[src/rtl/pcmux.sv]
// pcmux: next-PC select encoding shared by cpu_control and the fetch stage.
//   pc_plus4 - sequential fetch
//   alu_out  - branch/jump target straight from EX
//   alu_mod2 - JALR target with bit 0 cleared
package pcmux;

  typedef enum logic [1:0] {
    pc_plus4 = 2'b00,
    alu_out  = 2'b01,
    alu_mod2 = 2'b10
  } pcmux_sel_t;

endpackage

[src/rtl/rv32i_types.sv]
// rv32i_types: shared RV32I pipeline types and constants.
//   fetch_state_t - IF stage FSM (read outstanding / word held)
//   RESET_PC      - first fetch address after reset
//   NOP           - addi x0,x0,0, used as the idle instruction word
package rv32i_types;

  typedef enum logic {
    S_FETCH = 1'b0,
    S_HOLD  = 1'b1
  } fetch_state_t;

  localparam logic [31:0] RESET_PC = 32'h0000_0060;
  localparam logic [31:0] NOP      = 32'h0000_0013;

endpackage

[src/rtl/fetch_next_pc.sv]
// fetch_next_pc: combinational next-PC selection for the IF stage.
// Ports:
//   pc        in  32  current PC
//   pcmux_sel in  2   select from cpu_control (pcmux::pcmux_sel_t)
//   alu_out   in  32  branch/jump target from EX
//   next_pc   out 32  PC to commit when the pipeline advances
module fetch_next_pc (
  input  logic              [31:0] pc,
  input  pcmux::pcmux_sel_t        pcmux_sel,
  input  logic              [31:0] alu_out,
  output logic              [31:0] next_pc
);

  always_comb begin
    next_pc = pc + 32'd4;
    unique case (pcmux_sel)
      pcmux::pc_plus4: next_pc = pc + 32'd4;   // wraps naturally at 2^32
      pcmux::alu_out:  next_pc = alu_out;
      pcmux::alu_mod2: next_pc = alu_out & 32'hFFFF_FFFE;
      default:         next_pc = pc + 32'd4;
    endcase
  end

endmodule

[src/rtl/fetch_stage.sv]
// fetch_stage: IF stage of the 5-stage RV32I pipeline.
// Owns the PC, issues hold-until-resp reads to the I-cache, and presents a
// stable {pc, inst} pair to the IF/ID buffer. A response that arrives in the
// same cycle as load_buffers is bypassed straight through (zero-bubble hit);
// otherwise the word is captured and held until the pipeline advances.
// Ports:
//   clk              in  1   clock, rising edge
//   rst              in  1   asynchronous active-low reset
//   load_buffers     in  1   pipeline advance; commits next PC
//   pcmux_sel        in  2   next-PC select
//   alu_out          in  32  branch/jump target
//   inst_mem_address out 32  word-aligned fetch address
//   inst_mem_read    out 1   read request, held until inst_mem_resp
//   inst_mem_rdata   in  32  instruction word, valid with inst_mem_resp
//   inst_mem_resp    in  1   completion pulse
//   fetch_ready      out 1   instruction for current pc available
//   fetch_pc         out 32  PC of presented instruction
//   fetch_inst       out 32  presented instruction
module fetch_stage #(
  parameter logic [31:0] RESET_PC = rv32i_types::RESET_PC
) (
  input  logic              clk,
  input  logic              rst,
  input  logic              load_buffers,
  input  pcmux::pcmux_sel_t pcmux_sel,
  input  logic       [31:0] alu_out,
  output logic       [31:0] inst_mem_address,
  output logic              inst_mem_read,
  input  logic       [31:0] inst_mem_rdata,
  input  logic              inst_mem_resp,
  output logic              fetch_ready,
  output logic       [31:0] fetch_pc,
  output logic       [31:0] fetch_inst
);

  import rv32i_types::*;

  fetch_state_t r_state;
  fetch_state_t w_state_next;
  logic [31:0]  r_pc;
  logic [31:0]  r_inst_q;
  logic [31:0]  w_next_pc;
  logic         w_commit;
  logic         w_capture;

  fetch_next_pc u_next_pc (
    .pc        (r_pc),
    .pcmux_sel (pcmux_sel),
    .alu_out   (alu_out),
    .next_pc   (w_next_pc)
  );

  always_ff @(posedge clk or negedge rst) begin
    if (!rst) begin
      r_state  <= S_FETCH;
      r_pc     <= RESET_PC;
      r_inst_q <= NOP;
    end else begin
      r_state <= w_state_next;
      if (w_commit)  r_pc     <= w_next_pc;
      if (w_capture) r_inst_q <= inst_mem_rdata;
    end
  end

  // Outputs are qualified by rst so the request drops the instant reset is
  // asserted, independent of the (also async) state register.
  always_comb begin
    w_state_next  = r_state;
    w_capture     = 1'b0;
    inst_mem_read = 1'b0;
    fetch_ready   = 1'b0;
    fetch_inst    = inst_mem_rdata;
    unique case (r_state)
      S_FETCH: begin
        inst_mem_read = rst;
        fetch_ready   = rst & inst_mem_resp;
        if (inst_mem_resp && !load_buffers) begin
          w_capture    = 1'b1;
          w_state_next = S_HOLD;
        end
      end
      S_HOLD: begin
        fetch_ready = rst;
        fetch_inst  = r_inst_q;
        if (load_buffers) w_state_next = S_FETCH;
      end
      default: w_state_next = S_FETCH;
    endcase
  end

  // A load_buffers without a ready instruction is ignored (pc holds).
  assign w_commit         = load_buffers & fetch_ready;
  assign inst_mem_address = {r_pc[31:2], 2'b00};
  assign fetch_pc         = r_pc;

  a_no_early_advance: assert property (
    @(posedge clk) disable iff (!rst) load_buffers |-> fetch_ready);

  a_addr_stable: assert property (
    @(posedge clk) disable iff (!rst)
      (inst_mem_read && !inst_mem_resp) |=> $stable(inst_mem_address));

endmodule
[config.mk]
export PLATFORM = sky130hd
export DESIGN_NAME = fetch_stage
export DESIGN_NICKNAME = d
export VERILOG_FILES = /design/src/rtl/pcmux.sv /design/src/rtl/rv32i_types.sv /design/src/rtl/fetch_next_pc.sv /design/src/rtl/fetch_stage.sv
export SDC_FILE = /design/constraint.sdc
export NUM_CORES = 1
export LEC_CHECK = 0
export BUFFER_PORTS_ARGS = -buffer_cell sky130_fd_sc_hd__buf_2
export CAP_MARGIN = 30
export CELL_PAD_IN_SITES_DETAIL_PLACEMENT = 2
export CELL_PAD_IN_SITES_GLOBAL_PLACEMENT = 2
export CORE_MARGIN = 5
export CORE_UTILIZATION = 28
export DETAILED_ROUTE_END_ITERATION = 8
export PLACE_DENSITY_LB_ADDON = 0.12
export SLEW_MARGIN = 10
export SYNTH_ARGS = -nofsm -noshare
export SYNTH_HDL_FRONTEND = slang
export SYNTH_SLANG_ARGS = --single-unit
[constraint.sdc]
create_clock -name clk -period 2.8 [get_ports clk]
set_input_delay 0 -clock clk [delete_from_list [all_inputs] [get_ports clk]]
set_output_delay 0 -clock clk [all_outputs]
set_load 0.01 [all_outputs]
==> metrics.csv, run 1 <==
metric;value;unit
gpl congestion;0.741;
unique cell type count in the Yosys netlist;53;
Area Growth Syn to Fin;43.5;%
Cell Area, Synth;0.00405;mm²
R2R Path Start;fetch_pc[8]$_DFFE_PN0P_;
Seq/Total Area, Yosys;0.403;
I/O pin count;168;
final WL;15300;µm
Core ar.;0.0144;mm²
Clock Sinks;65;
fin crit period;2370;ps
Critical Path Fanout Max;9;
required time worst endpoint;3000;ps
async set-reset flop share out of synthesis;1.00;
Hold Crit Depth;4;
total negative setup slack;0;ps
CP endpoint kind;register;
clk_skew;8.52;ps
end of the worst register-to-register path;fetch_pc[28]$_DFFE_PN0P_;
Post-DRT Antenna Nets;0;
vias in the first global route;4413;
CTS Root Cell;clkbuf_16;
R2R depth;5;
Main synth FF type;dfrtp_1;
vias per cell;5.01;
Hold Path Origin;alu_out[17];
GRT Overall Usage;0.180;
crit start category;register;
DR top layer;met4;
Synth top area share;0.371;
ranking of synthesized cells by area;dfrtp_1 (37%), mux2_2 (18%), buf_4 (5.9%), nand2_1 (3.5%), dfstp_2 (3.2%);
largest family of logic cells by synthesized area;multiplexers;
setup slack, reg-to-reg;430;ps
metal1 wirelength;6870;µm
Clk pwr share;0.351;
Hold Path Class;input port to register;
met3 WL;706;µm
Final nets;674;
Vias;3961;
Yosys warnings;0;
most common cell in the netlist;mux2_2;
DR DRC count;0;
proportion of synthesized area in mux cells;0.213;
chip height;130;µm
status;completed;
first drt pass iteration count;4;
met2 wire length;7510;µm
Detailed Route Iter0 Violations;124;
PwrDens;625;mW/mm²
WS Path Type;register to register;
Post-Layout Inst Area;0.00581;mm²
hold slack;12.1;ps
Int Pwr;2.48;mW
P_sw;1.15;mW
Worst Path Arrival;2570;ps
GRT overflow;0;
WL per Instance;19.4;µm
Setup WS post-layout;429;ps
CTS tree;done;
post-CTS setup buffers;0;
dpl hpwl;10800;µm
filler-free cell count of the finished design;790;
Num CTS Buffers;9;
Tot Pwr;3.63;mW
Worst slew margin;0.442;
Flop pwr share;0.365;
# setup viols final;0;
Fin. Hold Viols;0;
fin crit share;0.847;
syn_area_per_cell;9.98;µm²
final core utilization;0.404;
Post-Synth Simple-Gate Area;0.183;
post-synthesis compound-gate area fraction;0.0973;
MaxCap Viol Count;0;
Lkg Pwr;2.58;nW
EDFF count, synth;0;
Placed Instance Area;0.00486;mm²
PortBufs;165;
H-tree depth;3;
Post-Syn Instances;406;
worst skew pair latency;340;ps
antenna violations before repair;0;
FF+latch count, synth;65;
XOR/XNOR Fraction of Synth Area;0.00216;
Yosys top cell by area;dfrtp_1;
CTS max path bufs;2;
first-pass GRT wire length;23900;µm
Switching Share;0.318;
# rows;44;
RSZ-0062 raised after global routing;false;
share of layout cells above drive strength 1;0.449;
synth cell count leaders;mux2_2 (65), dfrtp_1 (60), nand2_1 (38), buf_4 (32), nor2_1 (25);
Horiz. Die Dim;130;µm
worst slack, placed;420;ps
Worst-Margin Slew;834;ps
clock transition at the registers of the reported paths;60;ps
initial core utilization;0.282;
Comb power frac;0.283;
FMAX;0.422;GHz
Inst Count DP;712;
hold endpoint;fetch_pc[17]$_DFFE_PN0P_;
largest net degree at the start of global routing;36;
Final Max Tran Viols;0;
adder-cell share of the synthesized area;0.00927;
n_diodes;0;
maximum vdd drop;0.259;mV
die area;0.0170;mm²
## per-layer routing
| layer | up-vias | track usage |
|---|---|---|
| met5 | - | 0 |
| met4 | 0 | 0.0593 |
| met1 | 1983 | 0.229 |
| met2 | 113 | 0.314 |
| li1 | 1849 | - |
| met3 | 16 | 0.0262 |
## critical path, stage by stage, from the launching register on
cell     delay (ps)
dfrtp_1         550
nand4_1         320
or3_1           530
nor4_1          490
mux2i_1         260
o21ai_1          70
## flip-flops by register name, indices dropped and copies added (netlist names)
register  count
fetch_pc     32
r_inst_q     32
r_state       1
## cells by family (layout without fill, tap and decap cells)
| kind of cell | Yosys count | count (layout) |
|---|---|---|
| AO/OA/AOI/OAI | 57 | 57 |
| XOR/XNOR | 1 | 1 |
| adder cells (fa/ha/maj) | 3 | 3 |
| buffers and inverters | 62 | 261 |
| flip-flops | 65 | 65 |
| multiplexers | 78 | 78 |
| other | 1 | 2 |
| AND/OR/NAND/NOR | 139 | 139 |
## timing repair
action                                 4_1_cts  5_1_grt
hold buffers                                62        0
gates resized for setup                      0        0
endpoints found under the hold margin       88        0
## cell type report
| cell class | instances | area, µm² |
|---|---|---|
| clock buffers | 14 | 274 |
| clock inverters | 2 | 60.1 |
| fillers | 1551 | 8560 |
| inverters | 6 | 22.5 |
| multi-input cells | 280 | 2050 |
| flip-flops and latches | 65 | 1630 |
| well taps | 184 | 230 |
| repair buffers | 239 | 1540 |
## power groups by stage
stage	clock network, mW	registers [mW]	logic (mW)
after CTS	1.31	1.33	1.05
after global placement	0	1.32	0.948
after detailed placement	0	1.35	0.974
final	1.27	1.33	1.03
after floorplan	0	1.32	0.621
after global routing	1.35	1.36	1.13
## placed cells by master, fill, tap and decap left out, drive strengths merged, types with 2 or more instances in the layout
master / n
mux2: 65
dfrtp: 60
dlygate4sd3: 62
a21oi: 10
dfstp: 5
o21ai: 15
nand4b: 2
and2: 4
mux2i: 13
nand3: 20
buf: 177
conb: 2
or4: 4
nand2: 38
a221o: 4
nand4: 8
o211ai: 2
a22oi: 7
nor3: 7
nor2: 25
or3: 6
and3: 7
and4: 4
a221oi: 8
bufinv: 2
inv: 6
clkbuf: 14
nor4: 11
ha: 3
## worst max-delay path by stage
stage | from | endpoint | cells past startpoint
after floorplan | fetch_pc[5]$_DFFE_PN1P_ | fetch_pc[27]$_DFFE_PN0P_ | 5
after global placement | fetch_pc[8]$_DFFE_PN0P_ | fetch_pc[28]$_DFFE_PN0P_ | 5
after detailed placement | fetch_pc[8]$_DFFE_PN0P_ | fetch_pc[28]$_DFFE_PN0P_ | 5
after CTS | fetch_pc[8]$_DFFE_PN0P_ | fetch_pc[28]$_DFFE_PN0P_ | 5
after global routing | fetch_pc[8]$_DFFE_PN0P_ | fetch_pc[28]$_DFFE_PN0P_ | 5
final | fetch_pc[8]$_DFFE_PN0P_ | fetch_pc[28]$_DFFE_PN0P_ | 5
Note: power is estimated with default switching activity, not from simulation.
==> run 2, diff against run 1 <==
Clock period 2.8 ns to 2.35 ns, I/O delays scaled along.
==> run 2 against run 1 <==
Global-route usage rose by 0.70 points. Final cell count rose by 1.6%. Design area rose by 1.8%. Hold slack got worse by 8.0 ps. Critical path type unchanged. Largest cell class unchanged.
==> metrics.csv, run 2 (synthesis results as in run 1) <==
metric;value;unit
end of the worst register-to-register path;fetch_pc[28]$_DFFE_PN0P_;
maximum vdd drop;0.377;mV
DR DRC count;0;
fin crit share;0.922;
vias per cell;5.03;
GRT Overall Usage;0.187;
chip height;130;µm
largest stage delay on the critical path;530;ps
Worst Path Arrival;2380;ps
Horiz. Die Dim;130;µm
first-pass GRT wire length;24300;µm
final WL;15700;µm
CTS tree;done;
filler-free cell count of the finished design;803;
MaxCap Viol Count;0;
Inst Count DP;723;
Hold Path Class;input port to register;
final core utilization;0.412;
hold slack;4.02;ps
setup slack, reg-to-reg;180;ps
fin crit period;2170;ps
WS Path Type;register to register;
RSZ-0062 raised after global routing;false;
hold endpoint;fetch_pc[17]$_DFFE_PN0P_;
# rows;44;
worst skew pair latency;350;ps
Placed Instance Area;0.00495;mm²
initial core utilization;0.282;
status;completed;
vias in the first global route;4410;
Hold Path Origin;alu_out[17];
CTS Root Cell;clkbuf_16;
CTS max path bufs;2;
antenna violations before repair;0;
FMAX;0.461;GHz
Detailed Route Iter0 Violations;102;
dpl hpwl;10800;µm
I/O pin count;168;
most frequent cells in the layout;buf_2 (165), mux2_2 (65), dlygate4sd3_1 (63);
H-tree depth;3;
R2R Path Start;fetch_pc[11]$_DFFE_PN0P_;
R2R depth;5;
post-CTS setup buffers;0;
Fin. Hold Viols;0;
first drt pass iteration count;4;
Area Growth Syn to Fin;46.1;%
WL per Instance;19.6;µm
Buf/Inv on CP;0;
Slowest-stage cell, CP;or3_1;
Final nets;687;
PwrDens;720;mW/mm²
worst setup path start;fetch_pc[11]$_DFFE_PN0P_;
Post-Layout Inst Area;0.00592;mm²
Setup WS post-layout;183;ps
share of layout cells above drive strength 1;0.462;
Clock Sinks;65;
crit start category;register;
total negative setup slack;0;ps
required time worst endpoint;2560;ps
Post-DRT Antenna Nets;0;
Lkg Pwr;2.63;nW
largest net degree at the start of global routing;67;
Hold Crit Depth;4;
Final Max Tran Viols;0;
Worst slew margin;0.402;
Core ar.;0.0144;mm²
most common cell after layout, fill and taps aside;buf_2;
GRT overflow;0;
PortBufs;165;
Num CTS Buffers;9;
worst slack, placed;185;ps
clk_skew;5.49;ps
Worst-Margin Slew;894;ps
gpl congestion;0.753;
Tot Pwr;4.26;mW
CP top delay family;simple AND/OR/NAND/NOR gates;
n_diodes;0;
CP endpoint kind;register;
# setup viols final;0;
clock transition at the registers of the reported paths;60;ps
die area;0.0170;mm²
Fillers;1555;
Critical Path Fanout Max;9;
crit path cell chain;nand2_1 > or3_1 > nor4_1 > mux2i_1 > o21ai_1;
Vias;4038;
[run 2: cell types whose count changed in the layout (fill, tap and decap cells not counted), sizes merged]
cell,before,now
bufinv,2,1
clkbuf,14,10
dlygate4sd3,62,63
buf,177,189
clkinv,0,3
clkinvlp,0,2
[run 2: per-layer routing]
layer  GRT usage  vias to the layer above  wire (µm)
met5           0                        -          0
met4      0.0495                        0        173
met3      0.0475                       11        849
met2       0.316                      117       7690
met1       0.239                     2035       6990
li1            -                     1875          -
[run 2: where the power goes]
group	internal (mW)	switching [mW]
clock network	0.851	0.545
logic	0.640	0.688
registers	1.34	0.198
total	2.83	1.43
[run 2: worst max path at each step]
stage                          endpoint  slack [ps]  depth (start not counted)
4_1_cts        fetch_pc[27]$_DFFE_PN0P_         170                          5
2_1_floorplan  fetch_pc[27]$_DFFE_PN0P_         230                          5
3_3_place_gp   fetch_pc[27]$_DFFE_PN0P_         210                          5
6_report       fetch_pc[28]$_DFFE_PN0P_         180                          5
5_1_grt        fetch_pc[28]$_DFFE_PN0P_          50                          5
3_5_place_dp   fetch_pc[27]$_DFFE_PN0P_         190                          5
[run 2: area by class of cell]
cell class / instances / area (µm²) / area share
tap: 184 / 230 / 0.0389
clock buffer: 10 / 239 / 0.0404
timing repair buffer: 252 / 1670 / 0.282
clock inverter: 6 / 67.6 / 0.0114
sequential: 65 / 1630 / 0.276
inverter: 6 / 22.5 / 0.00381
multi-input combinational: 280 / 2050 / 0.347
[run 2: worst register-to-register path, cell delays in order (launching register included)]
cell	delay (ps)
dfrtp_1	480
nand2_1	170
or3_1	530
nor4_1	520
mux2i_1	270
o21ai_1	70
[run 2: what timing repair did]
action,4_1_cts,5_1_grt
gates resized for setup,0,0
hold endpoints to repair,120,1
hold buffers,62,1
